<file path="config.mk">
export PLATFORM = sky130hd
export DESIGN_NAME = pipe_stage_reg
export DESIGN_NICKNAME = d
export VERILOG_FILES = /design/src/rtl/pipe_stage_reg.sv
export SDC_FILE = /design/constraint.sdc
export NUM_CORES = 1
export LEC_CHECK = 0
export CELL_PAD_IN_SITES_DETAIL_PLACEMENT = 0
export CELL_PAD_IN_SITES_GLOBAL_PLACEMENT = 1
export CORE_ASPECT_RATIO = 1.1
export CORE_MARGIN = 3
export CORE_UTILIZATION = 42
export CTS_CLUSTER_DIAMETER = 40
export CTS_CLUSTER_SIZE = 20
export DETAILED_ROUTE_END_ITERATION = 8
export PLACE_DENSITY = 0.9
export SYNTH_ARGS = -nofsm -noshare
export SYNTH_HDL_FRONTEND = slang
export SYNTH_SLANG_ARGS = --single-unit
</file>
<file path="constraint.sdc">
create_clock -name clk -period 5.7 [get_ports clk]
set_clock_uncertainty 0.15 [all_clocks]
set_input_delay 0.57 -clock clk [delete_from_list [all_inputs] [get_ports clk]]
set_output_delay 0.57 -clock clk [all_outputs]
set_load 0.1 [all_outputs]
</file>
<file path="src/rtl/pipe_stage_reg.sv">
`default_nettype none
// ============================================================================
//  Module   : pipe_stage_reg
//  Purpose  : Generic inter-stage pipeline register (IF/ID, ID/EX, EX/MEM...)
//             carrying a PC and a payload with a valid/ready handshake.
//             A 2-entry skid buffer (main = head, skid = overflow) gives full
//             throughput while keeping in_ready independent of out_ready.
//             freeze holds everything in place. flush squashes all held
//             entries to a bubble.
//  Revision : 1.0 - initial release
// ----------------------------------------------------------------------------
//  Parameters
//    PC_W      width of the PC field
//    DATA_W    width of the payload (instruction / control bundle)
//    BUBBLE    payload driven on out_data when no valid entry (NOP encoding)
//    CNT_W     width of the performance counters
//  Ports
//    clk        in   1       rising-edge clock
//    rst        in   1       asynchronous reset, active-low
//    flush      in   1       synchronous squash of all held entries
//    freeze     in   1       synchronous hold: no accept, no drain
//    in_valid   in   1       upstream entry valid
//    in_ready   out  1       stage can accept this cycle
//    in_pc      in   PC_W    upstream PC
//    in_data    in   DATA_W  upstream payload
//    out_valid  out  1       entry presented downstream
//    out_ready  in   1       downstream accepts
//    out_pc     out  PC_W    PC of head entry, 0 when !out_valid
//    out_data   out  DATA_W  payload of head entry, BUBBLE when !out_valid
//    stall_cnt  out  CNT_W   stall-cycle count
//    flush_cnt  out  CNT_W   flush-event count
//  Configuration macro
//    PIPE_PERF_CNT_EN  defined: saturating stall/flush counters are built.
//                      undefined: stall_cnt and flush_cnt are tied to 0.
// ============================================================================
module pipe_stage_reg #(
  parameter int                 PC_W   = 32,
  parameter int                 DATA_W = 32,
  parameter logic [DATA_W-1:0]  BUBBLE = '0,
  parameter int                 CNT_W  = 16
) (
  input  logic              clk,
  input  logic              rst,
  input  logic              flush,
  input  logic              freeze,
  input  logic              in_valid,
  output logic              in_ready,
  input  logic [PC_W-1:0]   in_pc,
  input  logic [DATA_W-1:0] in_data,
  output logic              out_valid,
  input  logic              out_ready,
  output logic [PC_W-1:0]   out_pc,
  output logic [DATA_W-1:0] out_data,
  output logic [CNT_W-1:0]  stall_cnt,
  output logic [CNT_W-1:0]  flush_cnt
);

  // --------------------------------------------------------------------------
  // Occupancy state: EMPTY (no entry), ONE (main only), FULL (main + skid)
  // --------------------------------------------------------------------------
  typedef enum logic [1:0] {
    ST_EMPTY = 2'd0,
    ST_ONE   = 2'd1,
    ST_FULL  = 2'd2
  } state_t;

  state_t              state_q,     state_d;
  logic [PC_W-1:0]     main_pc_q,   main_pc_d;
  logic [DATA_W-1:0]   main_data_q, main_data_d;
  logic [PC_W-1:0]     skid_pc_q,   skid_pc_d;
  logic [DATA_W-1:0]   skid_data_q, skid_data_d;

  logic                in_ready_w;
  logic                out_valid_w;
  logic                accept_w;
  logic                drain_w;

  // --------------------------------------------------------------------------
  // Handshake. in_ready depends only on state and the local controls, never
  // on out_ready, so no combinational path runs back through the stage.
  // --------------------------------------------------------------------------
  assign in_ready_w  = (state_q != ST_FULL) & ~freeze & ~flush;
  assign out_valid_w = (state_q != ST_EMPTY) & ~freeze;
  assign accept_w    = in_valid & in_ready_w;
  assign drain_w     = out_valid_w & out_ready;

  assign in_ready  = in_ready_w;
  assign out_valid = out_valid_w;

  // Head entry is masked to a bubble whenever nothing is presented.
  assign out_pc   = out_valid_w ? main_pc_q   : '0;
  assign out_data = out_valid_w ? main_data_q : BUBBLE;

  // --------------------------------------------------------------------------
  // Next-state / datapath
  // --------------------------------------------------------------------------
  always_comb begin
    state_d     = state_q;
    main_pc_d   = main_pc_q;
    main_data_d = main_data_q;
    skid_pc_d   = skid_pc_q;
    skid_data_d = skid_data_q;

    if (flush) begin
      // flush wins over freeze and voids any same-cycle transfer
      state_d     = ST_EMPTY;
      main_pc_d   = '0;
      main_data_d = BUBBLE;
      skid_pc_d   = '0;
      skid_data_d = BUBBLE;
    end else begin
      unique case (state_q)
        ST_EMPTY: begin
          if (accept_w) begin
            state_d     = ST_ONE;
            main_pc_d   = in_pc;
            main_data_d = in_data;
          end
        end

        ST_ONE: begin
          if (accept_w && drain_w) begin
            // head leaves and the new entry replaces it in one cycle
            main_pc_d   = in_pc;
            main_data_d = in_data;
          end else if (accept_w) begin
            // downstream stalled: park the new entry behind the head
            state_d     = ST_FULL;
            skid_pc_d   = in_pc;
            skid_data_d = in_data;
          end else if (drain_w) begin
            state_d     = ST_EMPTY;
          end
        end

        ST_FULL: begin
          // in_ready is low here, so only a drain can change anything
          if (drain_w) begin
            state_d     = ST_ONE;
            main_pc_d   = skid_pc_q;
            main_data_d = skid_data_q;
          end
        end

        default: begin
          state_d = ST_EMPTY;
        end
      endcase
    end
  end

  always_ff @(posedge clk or negedge rst) begin
    if (!rst) begin
      state_q     <= ST_EMPTY;
      main_pc_q   <= '0;
      main_data_q <= BUBBLE;
      skid_pc_q   <= '0;
      skid_data_q <= BUBBLE;
    end else begin
      state_q     <= state_d;
      main_pc_q   <= main_pc_d;
      main_data_q <= main_data_d;
      skid_pc_q   <= skid_pc_d;
      skid_data_q <= skid_data_d;
    end
  end

  // --------------------------------------------------------------------------
  // Performance counters
  // --------------------------------------------------------------------------
`ifdef PIPE_PERF_CNT_EN
  logic [CNT_W-1:0] stall_cnt_q, stall_cnt_d;
  logic [CNT_W-1:0] flush_cnt_q, flush_cnt_d;
  logic             stall_ev_w;

  // A held entry that cannot leave this cycle; flush cycles count as flushes.
  assign stall_ev_w = (state_q != ST_EMPTY) & (freeze | ~out_ready) & ~flush;

  always_comb begin
    stall_cnt_d = stall_cnt_q;
    flush_cnt_d = flush_cnt_q;
    if (stall_ev_w && (stall_cnt_q != {CNT_W{1'b1}})) begin
      stall_cnt_d = stall_cnt_q + 1'b1;
    end
    if (flush && (flush_cnt_q != {CNT_W{1'b1}})) begin
      flush_cnt_d = flush_cnt_q + 1'b1;
    end
  end

  always_ff @(posedge clk or negedge rst) begin
    if (!rst) begin
      stall_cnt_q <= '0;
      flush_cnt_q <= '0;
    end else begin
      stall_cnt_q <= stall_cnt_d;
      flush_cnt_q <= flush_cnt_d;
    end
  end

  assign stall_cnt = stall_cnt_q;
  assign flush_cnt = flush_cnt_q;
`else
  assign stall_cnt = '0;
  assign flush_cnt = '0;
`endif

endmodule
`default_nettype wire

</file>
## Word level (Yosys, flattened, before mapping)

Cells that the tools add are included.

- Memories: 0
- Bits in latches: 0
- Memory bits (read-only): 0
- Bits in writable memories: 0
- Logic and storage cells: 55
- Bits in registers: 130
- Bits of input ports: 70

- Div/mod/pow operators: 0
- Reductions and logical operators: 9
- Add/sub/neg operators: 0
- Multiply operators: 0
- Order comparisons: 0
- Multiplexer cells: 25
- Shifts and indexed selects: 0
- Equal/unequal tests: 9
- Bitwise logic cells: 7

Operator list:

| operator | number |
|---|---|
| $mux 32 | 16 |
| $pmux 32 s3 | 2 |
| $mux 2 | 6 |
| $ne 3x3->1 const B | 4 |
| $reduce_and 4->1 | 2 |
| $pmux 2 s3 | 1 |
| $reduce_bool 2->1 | 3 |
| $and 1x1->1 | 5 |
| $ne 2x2->1 const B | 2 |
| $ne 4x4->1 const B | 1 |
| $reduce_bool 4->1 | 1 |
| $reduce_and 3->1 | 1 |
| $eq 2x1->1 const B | 1 |
| $eq 2x2->1 const B | 1 |
| $logic_not 2->1 | 1 |
| $not 1->1 | 2 |
| $logic_and 1x1->1 | 1 |

## Depth between registers and ports, before layout

- Word-level depth: 8
- Depth in mapped cells: 9
- Mapped depth without buffers: 6

## Worst setup path before layout

OpenSTA, ideal clock, no wires.

- Kind: register to output
- Start point: reg state_q[0]
- End point: out in_ready
- Cell stages (with the launch flop): 7
- Arrival: 3.419 ns
- Path buffers: 3
- Slack: 1.561 ns
- Cells stage by stage: dfrtp_1 inv_1 ha_1 buf_4 buf_2 buf_1 nor3_1

- Cells in the longest elaborated chain, start to end: 3

RTL lines:

| item | RTL line | source |
|---|---|---|
| start: declaration | 67 | `state_t state_q, state_d;` |
| start signal: assignment | 160 | `state_q <= state_d;` |
| $ne 2x2->1 | 82 | `assign in_ready_w = (state_q != ST_FULL) & ~freeze & ~flush;` |
| $and 1x1->1 (2 in a row) | 82 |  |
| end: declaration | 47 | `output logic in_ready,` |

Every way passes these cells.

## Worst setup path after layout

- Start point: reg state_q[0]
- End point: out out_data[10]

- Cells in the longest elaborated chain, start to end: 3

RTL lines:

| item | RTL line | source |
|---|---|---|
| $reduce_bool 2->1 | 83 | `assign out_valid_w = (state_q != ST_EMPTY) & ~freeze;` |
| $and 1x1->1 | 83 |  |
| $mux 32 | 92 | `assign out_data = out_valid_w ? main_data_q : BUBBLE;` |
| end: declaration | 53 | `output logic [DATA_W-1:0] out_data,` |

Every way passes these cells.

==> results.toml <==
[sta]
setup_viol = 0
holdWs_ns = -0.00702
worst_pin_slew_ns = 1.08
finalCriticalPeriod_ns = 4.23
max_freq_ghz = 0.236
hold_violations = 2
slew_headroom_pct = 27.7
slew_violations = 0
rsz0062_at_grt = "false"
final.setup.tns_ns = 0
finalCritPeriodShare_pct = 74.2

[logic_synthesis]
syn_area_mm2 = 0.00775
ys_warn_count = 0
yosysSeqAreaShare_pct = 42.0
ys_async_sr_fraction_pct = 100
syn_avg_cell_area_um2 = 9.84
synth_seq_cells = 130
synth-edff-count = 0
synth_flop_cell = "dfrtp_1"
yosys.cell_types.count = 31
netlist_instances = 787

[worst_setup_path]
critPathTopFamily = "buffers and inverters"
r2r_start = "state_q[0]$_DFFE_PN0P_"
rr_worst_depth = 6
path_cells = "inv_1 > ha_1 > nor2_4 > buf_4 > and2_1 > clkdlybuf4s50_1"
slowest_delay_ns = 1.14
ff2ff_setup_slack_ns = 2.33
crit_type = "reg2out"
cp-startpoint = "state_q[0]$_DFFE_PN0P_"
endpoint_kind = "output port"
crit_fanout = 46
rr_endpoint = "main_data_q[13]$_DFFE_PN0P_"
path_buf_inv = 3
path_depth = 6
cp.arrival_ns = 3.51
cp.required_ns = 4.98
critPathCapture = "out_data[10]"
slowest_stage = "clkdlybuf4s50_1"
worst_setup_path_start_kind = "flop"

[job]
drv_cap = 0

[clock_tree]
htreeDepth = 4
cts_resized = 0
clk_pin_slew_ns = 0.06
cts_tree = "yes"
numCtsBuffers = 17
clk_latency_ns = 0.42
clockBufferDepth = 2
post_cts_buffers = 0
root_buffer = "clkbuf_16"
clock-sinks = 130
postCtsHoldBufs = 0

[floorplanning]
die_w_um = 135
core-area_mm2 = 0.0179
row_count = 51
initial_core_util_pct = 43.2
design.die.area_mm2 = 0.0201
io-pin-count = 168
die_h_um = 148

[detailed_routing]
num_vias = 5974
route.detailed.drc = 0
drtAntennaViolNets = 0
drt-total-wl_um = 19200
drtIter0Drc = 327
first_pass_iters = 4
post_drt_wl_per_cell_um = 17.1
viasPerCell = 5.32

[grt]
grt_max_degree = 94
grt_pass1_vias = 5899
antenna_found_initial = 0
grt_use_total_pct = 19.3
grt_pass1_wl_um = 30900
grt_overflow = 0

[cells_and_area]
antenna_cells = 0
nets = 947
final_cell_mix = "clkdlybuf4s50_1 (133), nand2_1 (130), dfrtp_1 (130), nand3_1 (67), and2_1 (66)"
layout_commonest_cell = "clkdlybuf4s50_1"
stdcell_count = 1123
num-fill-cells = 1605
seqCellArea_mm2 = 0.00325
area_delta_synth_final_pct = 24.2
layout-drive-gt1-share_pct = 12.5
postLayoutCellArea_mm2 = 0.00962
multi_input_area_mm2 = 0.00406

[worst_hold_path]
hold_path.class = "in2async"

[run_status]
violations = "hold timing"
status = "finished with violations"

[placement]
dpl-instance-area_mm2 = 0.00904
dp_hpwl_um = 11100
place_congestion = 0.795
placed_cells = 1092
placement.io_buffers = 135

[power_and_ir_drop]
vdd_drop_max_v = 0.000347
total_power_mw = 4.38
p_leak_nw = 3.64
p_per_area_mw_per_mm2 = 455
-- worst register-to-register path, stage by stage (launching register included) --
cell      delay (ns)
dfrtp_1         0.44
inv_1           0.16
ha_4            0.28
buf_4           0.83
a21o_2          0.21
a21o_4          0.85
o311ai_0        0.28
-- sequential cells by signal, summed over array words and instances, names as in the netlist --
| signal | flops |
|---|---|
| skid_data_q | 32 |
| state_q | 2 |
| main_pc_q | 32 |
| main_data_q | 32 |
| skid_pc_q | 32 |
-- synthesized netlist by cell type, types with 3 or more instances --
cell | instances | share of area (%)
o311ai_2 | 60 | 13
nand2_1 | 130 | 6.3
nand2b_1 | 3 | 0.24
buf_2 | 6 | 0.39
o311ai_0 | 5 | 0.57
clkbuf_1 | 47 | 2.3
a21oi_1 | 65 | 4.2
nand3_1 | 68 | 4.4
buf_6 | 7 | 1.0
dfrtp_1 | 130 | 42
ha_1 | 4 | 0.65
and2_1 | 66 | 5.3
nand3b_1 | 64 | 6.2
buf_4 | 33 | 3.2
mux2i_1 | 64 | 8.3
buf_1 | 16 | 0.78
-- report_power, final --
| part | internal [mW] | switching [mW] |
|---|---|---|
| Clock | 0.671 | 0.402 |
| Combinational | 0.565 | 1.34 |
| Sequential | 1.19 | 0.206 |
| Total | 2.43 | 1.95 |
-- layout make-up --
class                   instances  area share [%]
multi-input cells             577            42.2
flip-flops and latches        130            33.8
repair buffers                145            14.8
clock buffers                  21            4.89
well taps                     238            3.09
clock inverters                10            1.13
inverters                       2          0.0780
-- metal layers --
layer | track usage (%) | part of all wire, %
met3 | 4.26 | 4.4
met1 | 23.8 | 42
met2 | 33.9 | 52
met4 | 5.90 | 1.5
met5 | 0 | 0
-- worst min-delay path by stage --
stage / to / cells past startpoint / slack (ns) / start
after floorplan: main_data_q[0]$_DFFE_PN0P_ / 0 / 0.12 / rst
after global placement: skid_data_q[13]$_DFFE_PN0P_ / 2 / 0.36 / skid_data_q[13]$_DFFE_PN0P_
after detailed placement: skid_data_q[17]$_DFFE_PN0P_ / 2 / 0.37 / skid_data_q[17]$_DFFE_PN0P_
after CTS: main_pc_q[14]$_DFFE_PN0P_ / 1 / 0.03 / rst
after global routing: main_pc_q[14]$_DFFE_PN0P_ / 1 / 0.04 / rst
final: main_pc_q[14]$_DFFE_PN0P_ / 1 / -0.007 / rst
-- per-stage QoR --
stage / setup WS (ns) / utilization, %
6_report: 1.47 / 53.7
5_1_grt: 1.24 / 53.7
4_1_cts: 1.38 / 53.7
3_5_place_dp: 1.56 / 50.4
3_3_place_gp: 1.65 / 50.4
2_1_floorplan: 1.56 / -
-- kinds of logic (layout without fill, tap and decap cells) --
family,after synthesis,in the layout,share of synthesized area (%)
flops,130,130,42.0
mux,64,64,8.27
buf+inv,111,178,7.75
fa+ha+maj,4,4,0.646
other cells,1,32,0.0484
simple gates,339,339,23.1
xor+xnor,1,1,0.113
compound gates,137,137,18.1
Note: power is estimated with default switching activity, not from simulation.
